**src/rtl/lcd_sched_pkg.sv**
```systemverilog
// Shared state type, panel opcodes and pixel format constants for lcd_frame_scheduler.
// Defining LCD_SCHED_RGB666_EN selects 3-byte RGB666 pixels instead of 2-byte RGB565.
package lcd_sched_pkg;

  typedef enum logic [2:0] {
    StIdle,
    StHost,
    StCaset,
    StPaset,
    StRamwr,
    StPixel,
    StFrameEnd
  } sched_state_e;

  localparam logic [7:0] CMD_CASET = 8'h2A;
  localparam logic [7:0] CMD_PASET = 8'h2B;
  localparam logic [7:0] CMD_RAMWR = 8'h2C;

`ifdef LCD_SCHED_RGB666_EN
  localparam int unsigned BYTES_PER_PIX = 3;
`else
  localparam int unsigned BYTES_PER_PIX = 2;
`endif

  localparam int unsigned BIDX_W = (BYTES_PER_PIX > 2) ? 2 : 1;
  typedef logic [BIDX_W-1:0] byte_idx_t;

  // Window commands carry four parameter bytes after the opcode (index 1..4).
  localparam logic [2:0] WIN_LAST = 3'd4;

  function automatic logic [7:0] win_param(input logic [15:0] last, input logic [2:0] idx);
    logic [7:0] b;
    case (idx)
      3'd3:    b = last[15:8];
      3'd4:    b = last[7:0];
      default: b = 8'h00;
    endcase
    return b;
  endfunction

endpackage

```
**src/rtl/lcd_pix_pack.sv**
```systemverilog
// Maps a 24-bit {R,G,B} pixel and a byte index to the byte sent on the panel bus.
// LCD_SCHED_RGB666_EN selects RGB666 (3 bytes); otherwise RGB565 (2 bytes).
module lcd_pix_pack
  import lcd_sched_pkg::*;
(
  input  logic [23:0] pixel,
  input  byte_idx_t   byte_idx,
  output logic [7:0]  pix_byte
);

`ifdef LCD_SCHED_RGB666_EN
  logic unused_bits;
  assign unused_bits = ^{pixel[17:16], pixel[9:8], pixel[1:0]};

  always_comb begin
    pix_byte = 8'h00;
    case (byte_idx)
      2'd0:    pix_byte = {pixel[23:18], 2'b00};
      2'd1:    pix_byte = {pixel[15:10], 2'b00};
      default: pix_byte = {pixel[7:2], 2'b00};
    endcase
  end
`else
  logic unused_bits;
  assign unused_bits = ^{pixel[18:16], pixel[9:8], pixel[2:0]};

  always_comb begin
    pix_byte = 8'h00;
    if (byte_idx == 1'b0) pix_byte = {pixel[23:19], pixel[15:13]};
    else                  pix_byte = {pixel[12:10], pixel[7:3]};
  end
`endif

endmodule

```
**src/rtl/lcd_frame_scheduler.sv**
```systemverilog
// Frame scheduler: serves host byte writes between frames and streams window setup plus
// packed pixels to the byte-write engine. Pixel format follows LCD_SCHED_RGB666_EN.
module lcd_frame_scheduler
  import lcd_sched_pkg::*;
#(
  parameter int unsigned H_RES = 320,
  parameter int unsigned V_RES = 240
) (
  input  logic        clk,
  input  logic        reset_n,
  input  logic        init_done,
  input  logic        pix_valid,
  input  logic [23:0] pix_data,
  output logic        pix_ready,
  input  logic        host_req,
  input  logic        host_rs,
  input  logic [7:0]  host_byte,
  output logic        host_ack,
  output logic        bus_valid,
  output logic        bus_rs,
  output logic [7:0]  bus_byte,
  input  logic        bus_ready,
  output logic        frame_start,
  output logic        frame_done,
  output logic        busy,
  output logic [7:0]  frame_cnt
);

  localparam logic [15:0] H_LAST    = 16'(H_RES - 1);
  localparam logic [15:0] V_LAST    = 16'(V_RES - 1);
  localparam logic [8:0]  X_LAST    = 9'(H_RES - 1);
  localparam logic [7:0]  Y_LAST    = 8'(V_RES - 1);
  localparam byte_idx_t   BIDX_LAST = byte_idx_t'(BYTES_PER_PIX - 1);

  sched_state_e state_q;
  logic         bus_valid_q, bus_rs_q, frame_start_q, frame_done_q, pix_full_q;
  logic [7:0]   bus_byte_q, frame_cnt_q, y_q;
  logic [8:0]   x_q;
  logic [23:0]  pix_q;
  byte_idx_t    byte_idx_q;
  logic [2:0]   win_idx_q;

  logic         xfer, last_pix;
  logic [23:0]  pack_pix;
  byte_idx_t    pack_idx;
  logic [7:0]   pack_byte;

  assign xfer     = bus_valid_q & bus_ready;
  assign last_pix = (x_q == X_LAST) && (y_q == Y_LAST);

  // An empty register packs byte 0 of the incoming pixel; a held one packs the next byte.
  assign pack_pix = pix_full_q ? pix_q : pix_data;
  assign pack_idx = pix_full_q ? byte_idx_q + byte_idx_t'(1) : '0;

  lcd_pix_pack u_pix_pack (
    .pixel    (pack_pix),
    .byte_idx (pack_idx),
    .pix_byte (pack_byte)
  );

  always_ff @(posedge clk or negedge reset_n) begin
    if (!reset_n) begin
      state_q       <= StIdle;
      bus_valid_q   <= 1'b0;
      bus_rs_q      <= 1'b0;
      bus_byte_q    <= 8'h00;
      frame_start_q <= 1'b0;
      frame_done_q  <= 1'b0;
      frame_cnt_q   <= 8'h00;
      x_q           <= 9'd0;
      y_q           <= 8'd0;
      pix_full_q    <= 1'b0;
      pix_q         <= 24'h0;
      byte_idx_q    <= '0;
      win_idx_q     <= 3'd0;
    end else begin
      frame_start_q <= 1'b0;
      frame_done_q  <= 1'b0;
      if (state_q != StIdle && !init_done && (!bus_valid_q || bus_ready)) begin
        // Panel lost: let the presented byte finish, then drop the frame silently.
        state_q     <= StIdle;
        bus_valid_q <= 1'b0;
        pix_full_q  <= 1'b0;
        x_q         <= 9'd0;
        y_q         <= 8'd0;
        byte_idx_q  <= '0;
        win_idx_q   <= 3'd0;
      end else begin
        unique case (state_q)
          StIdle: begin
            if (init_done) begin
              if (host_req) begin
                state_q     <= StHost;
                bus_valid_q <= 1'b1;
                bus_rs_q    <= host_rs;
                bus_byte_q  <= host_byte;
              end else if (pix_valid) begin
                state_q       <= StCaset;
                frame_start_q <= 1'b1;
                bus_valid_q   <= 1'b1;
                bus_rs_q      <= 1'b0;
                bus_byte_q    <= CMD_CASET;
                win_idx_q     <= 3'd0;
              end
            end
          end
          StHost: begin
            if (xfer) begin
              state_q     <= StIdle;
              bus_valid_q <= 1'b0;
            end
          end
          StCaset, StPaset: begin
            if (xfer) begin
              if (win_idx_q == WIN_LAST) begin
                win_idx_q <= 3'd0;
                bus_rs_q  <= 1'b0;
                if (state_q == StCaset) begin
                  state_q    <= StPaset;
                  bus_byte_q <= CMD_PASET;
                end else begin
                  state_q    <= StRamwr;
                  bus_byte_q <= CMD_RAMWR;
                end
              end else begin
                win_idx_q  <= win_idx_q + 3'd1;
                bus_rs_q   <= 1'b1;
                bus_byte_q <= win_param((state_q == StCaset) ? H_LAST : V_LAST,
                                        win_idx_q + 3'd1);
              end
            end
          end
          StRamwr: begin
            if (xfer) begin
              state_q     <= StPixel;
              bus_valid_q <= 1'b0;
              pix_full_q  <= 1'b0;
            end
          end
          StPixel: begin
            if (!pix_full_q) begin
              if (pix_valid) begin
                pix_q       <= pix_data;
                pix_full_q  <= 1'b1;
                byte_idx_q  <= '0;
                bus_valid_q <= 1'b1;
                bus_rs_q    <= 1'b1;
                bus_byte_q  <= pack_byte;
              end
            end else if (xfer) begin
              if (byte_idx_q == BIDX_LAST) begin
                pix_full_q  <= 1'b0;
                bus_valid_q <= 1'b0;
                if (x_q == X_LAST) begin
                  x_q <= 9'd0;
                  y_q <= (y_q == Y_LAST) ? 8'd0 : y_q + 8'd1;
                end else begin
                  x_q <= x_q + 9'd1;
                end
                if (last_pix) begin
                  state_q      <= StFrameEnd;
                  frame_done_q <= 1'b1;
                  frame_cnt_q  <= frame_cnt_q + 8'd1;
                end
              end else begin
                byte_idx_q <= byte_idx_q + byte_idx_t'(1);
                bus_byte_q <= pack_byte;
              end
            end
          end
          StFrameEnd: state_q <= StIdle;
          default:    state_q <= StIdle;
        endcase
      end
    end
  end

  assign pix_ready   = (state_q == StPixel) && !pix_full_q;
  assign host_ack    = (state_q == StHost) && xfer;
  assign busy        = (state_q != StIdle);
  assign bus_valid   = bus_valid_q;
  assign bus_rs      = bus_rs_q;
  assign bus_byte    = bus_byte_q;
  assign frame_start = frame_start_q;
  assign frame_done  = frame_done_q;
  assign frame_cnt   = frame_cnt_q;

endmodule
```
**config.mk**
```make
export PLATFORM = sky130hd
export DESIGN_NAME = lcd_frame_scheduler
export DESIGN_NICKNAME = d
export VERILOG_FILES = /design/src/rtl/lcd_sched_pkg.sv /design/src/rtl/lcd_pix_pack.sv /design/src/rtl/lcd_frame_scheduler.sv
export SDC_FILE = /design/constraint.sdc
export NUM_CORES = 1
export LEC_CHECK = 0
export BUFFER_PORTS_ARGS = -buffer_cell sky130_fd_sc_hd__buf_2
export CAP_MARGIN = 30
export CORE_UTILIZATION = 40
export CTS_BUF_LIST = sky130_fd_sc_hd__clkbuf_4 sky130_fd_sc_hd__clkbuf_8
export CTS_CLUSTER_SIZE = 40
export DETAILED_ROUTE_END_ITERATION = 8
export PLACE_DENSITY = 0.58
export SLEW_MARGIN = 10
export SYNTH_ARGS = -nofsm -noshare
export SYNTH_HDL_FRONTEND = slang
export SYNTH_SLANG_ARGS = --single-unit
```
**constraint.sdc**
```tcl
create_clock -name clk -period 5.6 [get_ports clk]
set_input_delay 0.84 -clock clk [delete_from_list [all_inputs] [get_ports clk]]
set_output_delay 0.84 -clock clk [all_outputs]
set_load 0.03 [all_outputs]
```
==> results of run 1 <==
==> registers in the layout, summed over array words and instances, names as in the netlist <==
signal       cells
bus_byte         8
bus_rs           1
bus_valid        1
byte_idx_q       1
frame_cnt        8
frame_done       1
frame_start      1
pix_full_q       1
pix_q           16
state_q          3
win_idx_q        3
x_q              9
y_q              8
==> area by class of cell <==
cell class	instances	share of cell area
clock buffer	9	0.0312
clock inverter	7	0.0192
inverter	9	0.00850
multi-input combinational	263	0.452
sequential	61	0.384
tap	105	0.0331
timing repair buffer	56	0.0718
==> worst max-delay path: cells and delay by family (launching register included) <==
family,cells,cell delay [ns]
flip-flops,1,0.71
AND/OR/NAND/NOR,2,1.02
buffers and inverters,1,0.24
==> layer usage <==
metal  routed length [um]  up-vias  track usage
li1                     -     1372            -
met1                 3920     1367        0.272
met2                 3520       43        0.285
met3                  235        8       0.0287
met4                  125        0       0.0795
met5                    0        -            0
==> synthesized netlist by cell type, drive strengths merged (2+ instances only) <==
cell type,n,area share
nor2,30,0.032
clkbuf,10,0.028
nand4,11,0.020
nor4,3,0.0097
o21ai,21,0.030
and4,2,0.0050
nand4b,2,0.0094
nand2,31,0.034
inv,9,0.0097
o41ai,2,0.0050
nand3,15,0.022
mux2,26,0.084
xor2,9,0.023
nor3,6,0.0086
o311ai,2,0.0050
xnor2,7,0.018
o32ai,2,0.0072
a211oi,5,0.011
nand3b,3,0.0065
o22ai,3,0.0054
mux2i,10,0.029
dfrtp,61,0.44
o31ai,3,0.0065
a31oi,4,0.0072
ha,7,0.025
or2,2,0.0036
o211ai,2,0.0043
a41oi,2,0.0050
and3,6,0.011
nor2b,5,0.0090
buf,3,0.0058
a21oi,20,0.030
a221o,3,0.0086
o21a,2,0.0043
and2,4,0.0076
nand2b,3,0.0054
==> power groups by stage <==
stage,combinational (mW),sequential [mW],clock (mW)
floorplan,0.413,0.636,0
global placement,0.535,0.634,0
detailed placement,0.540,0.636,0
CTS,0.541,0.627,0.405
global route,0.598,0.642,0.425
finish,0.536,0.628,0.394
==> kinds of logic after synthesis <==
group / synth area share
buf+inv: 0.0436
simple gates: 0.199
fa+ha+maj: 0.0252
xor+xnor: 0.0403
compound gates: 0.139
flops: 0.439
mux: 0.113
==> stage by stage <==
stage | hold slack [ns] | instance area, sq um | util | total power, mW | worst slack, ns
floorplan | 0.479 | 3470 | - | 1.05 | 3.11
global placement | 0.462 | 3770 | 0.454 | 1.17 | 2.45
detailed placement | 0.461 | 3770 | 0.454 | 1.18 | 2.41
CTS | 0.483 | 3970 | 0.478 | 1.57 | 2.40
global route | 0.511 | 3970 | 0.479 | 1.67 | 2.21
finish | 0.476 | 3970 | 0.479 | 1.56 | 2.46
==> how the worst max path moves through the flow <==
stage / start / to / slack [ns] / depth (start not counted)
6_report: state_q[0]$_DFFE_PN0P_ / pix_ready / 2.46 / 3
5_1_grt: state_q[0]$_DFFE_PN0P_ / pix_ready / 2.21 / 3
4_1_cts: state_q[0]$_DFFE_PN0P_ / y_q[3]$_DFFE_PN0P_ / 2.40 / 5
3_5_place_dp: state_q[0]$_DFFE_PN0P_ / y_q[5]$_DFFE_PN0P_ / 2.41 / 5
3_3_place_gp: state_q[0]$_DFFE_PN0P_ / y_q[7]$_DFFE_PN0P_ / 2.45 / 5
2_1_floorplan: bus_ready / host_ack / 3.11 / 2
==> cell usage in the layout (no fill, tap or decap), types with 4 or more instances in the layout <==
| cell | netlist | layout |
|---|---|---|
| dfrtp_1 | 61 | 61 |
| buf_2 | 1 | 53 |
| nand2_1 | 31 | 31 |
| nor2_1 | 30 | 30 |
| mux2_2 | 26 | 26 |
| o21ai_0 | 20 | 20 |
| a21oi_1 | 19 | 19 |
| nand3_1 | 15 | 15 |
| nand4_1 | 11 | 11 |
| mux2i_1 | 10 | 10 |
| inv_1 | 9 | 9 |
| xor2_1 | 9 | 9 |
| clkbuf_8 | 6 | 9 |
| xnor2_1 | 7 | 7 |
| ha_1 | 7 | 7 |
| nor3_1 | 6 | 6 |
| and3_1 | 6 | 6 |
| nor2b_1 | 5 | 5 |
| a211oi_1 | 5 | 5 |
| a31oi_1 | 4 | 4 |
==> impl_metrics.json, run 1 <==
{
  "start_kind": "flop",
  "grt-ovfl-total": 0,
  "ys.flop_type": "dfrtp_1",
  "syn_inst": 346,
  "p_comb_frac": 0.344,
  "regArea_sq_um": 1530,
  "antenna_found_initial": 0,
  "crit_fanout": 20,
  "vias": 2790,
  "cts_buffers": 9,
  "seq_area_frac_synth": 0.439,
  "status": "completed",
  "dp_cells": 493,
  "cpPeakStageDelay_ns": 0.75,
  "multi_input_area_sq_um": 1800,
  "initial_utilization": 0.419,
  "min_to": "frame_cnt[7]$_DFFE_PN0P_",
  "ir_worst_vdd_mv": 0.175,
  "area_delta_synth_final_pct": 14.4,
  "final_antenna_net_count": 0,
  "drt_iter0_drc": 208,
  "crit_path_end_kind": "output port",
  "die_area_sq_um": 9060,
  "powerDensity_nw_per_um2": 392,
  "worstPathArrival_ns": 2.30,
  "worst_r2r_path_depth": 4,
  "grt_max_degree": 62,
  "final_nets": 446,
  "cp.required_ns": 4.76,
  "timing.fmax_ghz": 0.318,
  "p_sw_frac": 0.396,
  "port-buffer-count": 53,
  "clock_sinks": 61,
  "die_width_um": 95.2,
  "grt_usage": 0.190,
  "ctsHtreeMaxLevel": 3,
  "cts.clk_slew.worst_paths_ns": 0.07,
  "hp-class": "flop to flop",
  "fillCellCount": 807,
  "setup_tns_ns": 0,
  "ioPinCount": 62,
  "ctsHoldBuffers": 0,
  "clkLatencyLatePin_ns": 0.34,
  "tightest_slew_ns": 0.879,
  "share_seq_of_total_power": 0.403,
  "stdcell_count": 510,
  "syn_area_sq_um": 3470,
  "first_pass_iters": 4,
  "synth.distinct_cells": 55,
  "final-setup-viol-count": 0,
  "synth_fp_nets": 392,
  "holdPathStages": 1,
  "die_height_um": 95.2,
  "path_cells": "nand3b_1, nor2_1, buf_2",
  "cts_resized": 0,
  "r2r-end": "pix_q[20]$_DFFE_PN0P_",
  "rows": 33,
  "grt_pass1_wl_um": 13100,
  "cpMaxStageDelayCell": "nand3b_1",
  "internal_power_uw": 942,
  "routed_wirelength_um": 7800,
  "cts_tree": "built",
  "core_sq_um": 8300,
  "yosys_register_bits": 61,
  "path_class": "flop to output port",
  "rsz0062_at_grt": "false",
  "final_max_slew_viol_count": 0,
  "yosysWarnings": 0,
  "cellLeakagePower_nw": 1.87,
  "drive_above_1_share": 0.264,
  "cts_root_buf": "clkbuf_8",
  "final-hold-violation-count": 0,
  "ff2ff_setup_slack_ns": 2.55,
  "slew_headroom": 0.412,
  "pwr-share-clk": 0.253,
  "clock_skew_ns": 0.00609,
  "drc": 0,
  "worstHoldStart": "frame_cnt[7]$_DFFE_PN0P_",
  "gp_congestion": 0.828,
  "synth_edf_count": 0,
  "fin_crit_sh": 0.561,
  "min_period_ns": 3.14,
  "diodes": 0,
  "grt_pass1_vias": 2621,
  "dp_hpwl_um": 5480,
  "syn_area_per_cell_sq_um": 10.0,
  "detail_route.vias_per_cell": 5.47,
  "post-cts-setup-buffers": 0,
  "wl_per_cell_um": 15.3,
  "drv_cap": 0,
  "crit-reg2reg-launch": "state_q[0]$_DFFE_PN0P_",
  "p_sw_uw": 616,
  "async_flop_share": 1.00,
  "clk_path_buf_depth": 2
}
(Power assumes the default switching activity.)
==> run 2: changes to the inputs <==
- clock period: 5.6 -> 3 ns (I/O delays scaled with it)
==> run 2 against run 1 <==
Clock skew rose by 0.0064 ns. Routed wire length rose by 0.69%. Sequential power increased by 70%. Worst setup slack lost 1.9 ns. Register-to-register slack got worse by 2.0 ns. Highest routed layer unchanged.
==> impl_metrics.json, run 2 (synthesis gave the netlist of run 1 again) <==
{
  "status": "completed",
  "wl_per_cell_um": 15.1,
  "crit_fanout": 5,
  "cellLeakagePower_nw": 1.91,
  "cts_root_buf": "clkbuf_8",
  "area_delta_synth_final_pct": 16.4,
  "grt_usage": 0.197,
  "core_sq_um": 8300,
  "final_nets": 455,
  "clk_path_buf_depth": 2,
  "final-setup-viol-count": 0,
  "slew_headroom": 0.473,
  "die_width_um": 95.2,
  "cts.clk_slew.worst_paths_ns": 0.08,
  "first_pass_iters": 5,
  "drc": 0,
  "gp_congestion": 0.825,
  "grt_pass1_wl_um": 13700,
  "post-cts-setup-buffers": 0,
  "min_period_ns": 2.45,
  "antenna_found_initial": 0,
  "cts_tree": "built",
  "rsz0062_at_grt": "false",
  "port-buffer-count": 53,
  "fin_crit_sh": 0.817,
  "grt_max_degree": 62,
  "hp-class": "input pin to asynchronous set/reset pin",
  "top_register": "pix_q",
  "ctsHtreeMaxLevel": 3,
  "timing.fmax_ghz": 0.408,
  "drv_cap": 0,
  "vias": 2825,
  "final_max_slew_viol_count": 0,
  "final-hold-violation-count": 0,
  "drt_iter0_drc": 132,
  "drive_above_1_share": 0.280,
  "clkLatencyLatePin_ns": 0.34,
  "fin_util": 0.487,
  "cts_resized": 0,
  "path_class": "flop to flop",
  "start_kind": "flop",
  "worstPathArrival_ns": 2.70,
  "crit_path_end_kind": "flop",
  "tightest_slew_ns": 0.790,
  "detail_route.vias_per_cell": 5.44,
  "rows": 33,
  "grt_pass1_vias": 2747,
  "dp_hpwl_um": 5690,
  "setup_tns_ns": 0,
  "grt-ovfl-total": 0,
  "die_height_um": 95.2,
  "ioPinCount": 62,
  "cp.required_ns": 3.25,
  "largest_reg_flops": 16,
  "routed_wirelength_um": 7850,
  "cts_buffers": 9,
  "initial_utilization": 0.419,
  "powerDensity_nw_per_um2": 729,
  "reg.largest.list": "pix_q x16, x_q x9",
  "diodes": 0,
  "clock_sinks": 61,
  "die_area_sq_um": 9060,
  "final_common_cell": "dfrtp_1",
  "ctsHoldBuffers": 0,
  "layout_common_cells": "dfrtp_1 (61), buf_2 (53), nand2_1 (31)",
  "final_antenna_net_count": 0,
  "ir_worst_vdd_mv": 0.354,
  "clock_skew_ns": 0.0125
}
[run 2: area by class of cell]
| type | count | area (sq um) |
|---|---|---|
| clock buffers | 9 | 124 |
| clock inverters | 7 | 76.3 |
| fillers | 788 | 4260 |
| inverters | 9 | 33.8 |
| multi-input cells | 263 | 1800 |
| flip-flops and latches | 61 | 1530 |
| well taps | 105 | 131 |
| repair buffers | 65 | 355 |
[run 2: layer usage]
layer | GRT usage | share of wire | vias to the layer above
met1 | 0.282 | 0.48 | 1364
li1 | - | - | 1398
met3 | 0.0502 | 0.046 | 9
met2 | 0.290 | 0.46 | 54
met4 | 0.0581 | 0.012 | 0
met5 | 0 | 0 | -
[run 2: worst paths after layout]
kind | start | to | slack (ns) | depth (start not counted)
setup / recovery | y_q[0]$_DFFE_PN0P_ | state_q[0]$_DFFE_PN0P_ | 0.55 | 6
hold / removal | reset_n | x_q[5]$_DFFE_PN0P_ | 0.28 | 2
setup reg to reg | y_q[0]$_DFFE_PN0P_ | state_q[0]$_DFFE_PN0P_ | 0.55 | 6
hold reg to reg | frame_cnt[7]$_DFFE_PN0P_ | frame_cnt[7]$_DFFE_PN0P_ | 0.47 | 1
max in group asynchronous | reset_n | byte_idx_q$_DFFE_PN0P_ | 2.21 | 2
min in group clk | pix_data[4] | pix_q[4]$_DFFE_PN0P_ | 0.33 | 2
[run 2: metrics by stage]
stage | worst slack, ns | std cells | hold slack (ns) | power [mW] | instance area [sq um]
after floorplan | 0.793 | 346 | 0.154 | 1.96 | 3470
after global placement | 0.614 | 503 | 0.462 | 2.23 | 3840
after detailed placement | 0.610 | 503 | 0.459 | 2.24 | 3840
after CTS | 0.583 | 519 | 0.293 | 2.99 | 4040
after global routing | 0.327 | 519 | 0.318 | 3.18 | 4040
final | 0.550 | 519 | 0.277 | 2.95 | 4040
[run 2: where the power goes]
part / leakage (nW) / internal, mW / switching (mW)
combinational: 0.996 / 0.448 / 0.697
clock: 0.0954 / 0.385 / 0.342
sequential: 0.820 / 0.966 / 0.109
[run 2: critical path, stage by stage (launching register included)]
cell and delay, ns:
dfrtp_1 0.41, ha_1 0.20, nand3_1 0.13, or4_4 0.59
a222oi_1 0.47, or3b_1 0.42, o22ai_1 0.15
==> run 3: changes to the inputs <==
- PLACE_DENSITY: 0.58 -> 0.61
- clock period: 3 -> 2.2 ns (I/O delays scaled with it)
==> run 3 against run 2 <==
The flow now finishes with violations (negative setup slack). Largest cell class unchanged. Power up 40%. Worst setup slack got worse by 0.57 ns. Fmax grew 10%. Combinational power grew 49%. Sequential cell count unchanged. Sequential share of layout area is 2.2 points lower. First-iteration DRC count rose by 33%.
==> impl_metrics.json, run 3 (synthesis gave the netlist of run 1 again) <==
{
  "fillCellCount": 792,
  "routed_wirelength_um": 8250,
  "clk_path_buf_depth": 2,
  "setup_tns_ns": -0.0244,
  "core_sq_um": 8300,
  "drc": 0,
  "final_max_slew_viol_count": 0,
  "drv_cap": 0,
  "final_common_cell": "dfrtp_1",
  "top_register": "pix_q",
  "drt_iter0_drc": 175,
  "tightest_slew_ns": 0.672,
  "grt_pass1_wl_um": 13600,
  "die_area_sq_um": 9060,
  "cellLeakagePower_nw": 2.06,
  "clkLatencyLatePin_ns": 0.34,
  "grt_use_met2": 0.299,
  "port-buffer-count": 53,
  "ir_worst_vdd_mv": 0.425,
  "grt_pass1_vias": 2841,
  "reg.largest.list": "pix_q x16, x_q x9",
  "crit_path_end_kind": "flop",
  "rsz0062_at_grt": "true",
  "final_antenna_net_count": 0,
  "p_sw_frac": 0.381,
  "cts_buffers": 9,
  "hp-class": "input pin to flop",
  "fin_util": 0.518,
  "status": "complete, but fails checks",
  "path_class": "flop to flop",
  "area_delta_synth_final_pct": 23.7,
  "violations": "negative setup slack",
  "diodes": 0,
  "antenna_found_initial": 0,
  "p_sw_mw": 1.58,
  "timing.hold.ws_ns": 0.222,
  "fin_crit_sh": 1.01,
  "initial_utilization": 0.419,
  "worstPathArrival_ns": 2.48,
  "ctsHtreeMaxLevel": 3,
  "powerDensity_nw_per_um2": 964,
  "grt_usage": 0.195,
  "final.setup.worst_slack_ns": -0.0244,
  "crit_fanout": 2,
  "gp_congestion": 0.863,
  "rows": 33,
  "final_nets": 485,
  "cts_root_buf": "clkbuf_8",
  "grtUsageMet3": 0.0415,
  "top_usage_layer": "met2",
  "timing.fmax_ghz": 0.450,
  "layout_common_cells": "dfrtp_1 (61), buf_2 (53), buf_4 (38)",
  "grt-ovfl-total": 0,
  "vias": 2956,
  "start_kind": "flop",
  "final-setup-viol-count": 1,
  "die_width_um": 95.2,
  "cts_tree": "built",
  "wl_per_cell_um": 15.0,
  "pwr-share-clk": 0.240,
  "min_period_ns": 2.22,
  "grt_max_degree": 25,
  "detail_route.vias_per_cell": 5.38,
  "dp_hpwl_um": 6080,
  "pre_cts_ws_ns": -0.137,
  "largest_reg_flops": 16,
  "internal_power_mw": 2.57,
  "slew_headroom": 0.549,
  "first_pass_iters": 5,
  "ioPinCount": 62,
  "use_met1": 0.277,
  "p_comb_frac": 0.412,
  "clock_sinks": 61,
  "share_seq_of_total_power": 0.348,
  "final-hold-violation-count": 0,
  "die_height_um": 95.2,
  "clock_skew_ns": 0.0111,
  "cp.required_ns": 2.45,
  "cts.clk_slew.worst_paths_ns": 0.07,
  "drive_above_1_share": 0.333
}
run 3: metrics by stage:
stage / area, sq um / power [mW] / instances
final: 4300 / 4.14 / 549
after global routing: 4300 / 4.40 / 549
after CTS: 4270 / 4.17 / 547
after detailed placement: 4000 / 3.15 / 524
after global placement: 4000 / 3.13 / 524
after floorplan: 3470 / 2.67 / 346
run 3: layout make-up:
type,count,area [sq um],area share
timing repair buffer,95,594,0.138
sequential,61,1530,0.355
multi-input combinational,263,1810,0.421
clock inverter,6,62.6,0.0146
tap,105,131,0.0306
inverter,9,33.8,0.00786
clock buffer,10,138,0.0320
run 3: power by group through the flow:
stage                     clock network [mW]  logic, mW  registers, mW
final                                  0.994       1.71           1.44
after global routing                    1.06       1.87           1.47
after CTS                               1.02       1.71           1.44
after detailed placement                   0       1.68           1.47
after global placement                     0       1.67           1.46
after floorplan                            0       1.05           1.62
run 3: metal layers:
layer,part of all wire,vias to the layer above
met5,0,-
met4,0.0097,0
met3,0.043,7
met2,0.48,65
met1,0.47,1432
li1,-,1452
run 3: critical path: stages, from the launching register on:
cell and delay [ns]:
dfrtp_1 0.37, ha_2 0.19, nand3_2 0.07, or4_4 0.54, a222oi_1 0.40, or3b_1 0.42, o22ai_1 0.15
run 3: timing repair:
item                                    in CTS  in global routing
endpoints found under the setup margin       9                  9
gates resized for setup                      5                  2
hold buffers                                 1                  0
setup buffers                                6                  2
gates cloned                                 0                  0
pin swaps                                    5                  5
endpoints found under the hold margin       20                  0
run 3: worst paths after layout:
check | from | end | slack (ns) | cells past startpoint
max | y_q[1]$_DFFE_PN0P_ | state_q[0]$_DFFE_PN0P_ | -0.02 | 6
min | pix_data[4] | pix_q[4]$_DFFE_PN0P_ | 0.22 | 2
max reg2reg | y_q[1]$_DFFE_PN0P_ | state_q[0]$_DFFE_PN0P_ | -0.02 | 6
min reg2reg | frame_cnt[7]$_DFFE_PN0P_ | frame_cnt[7]$_DFFE_PN0P_ | 0.49 | 1
max in group asynchronous | reset_n | x_q[8]$_DFFE_PN0P_ | 1.02 | 3
min in group asynchronous | reset_n | frame_cnt[1]$_DFFE_PN0P_ | 0.48 | 2
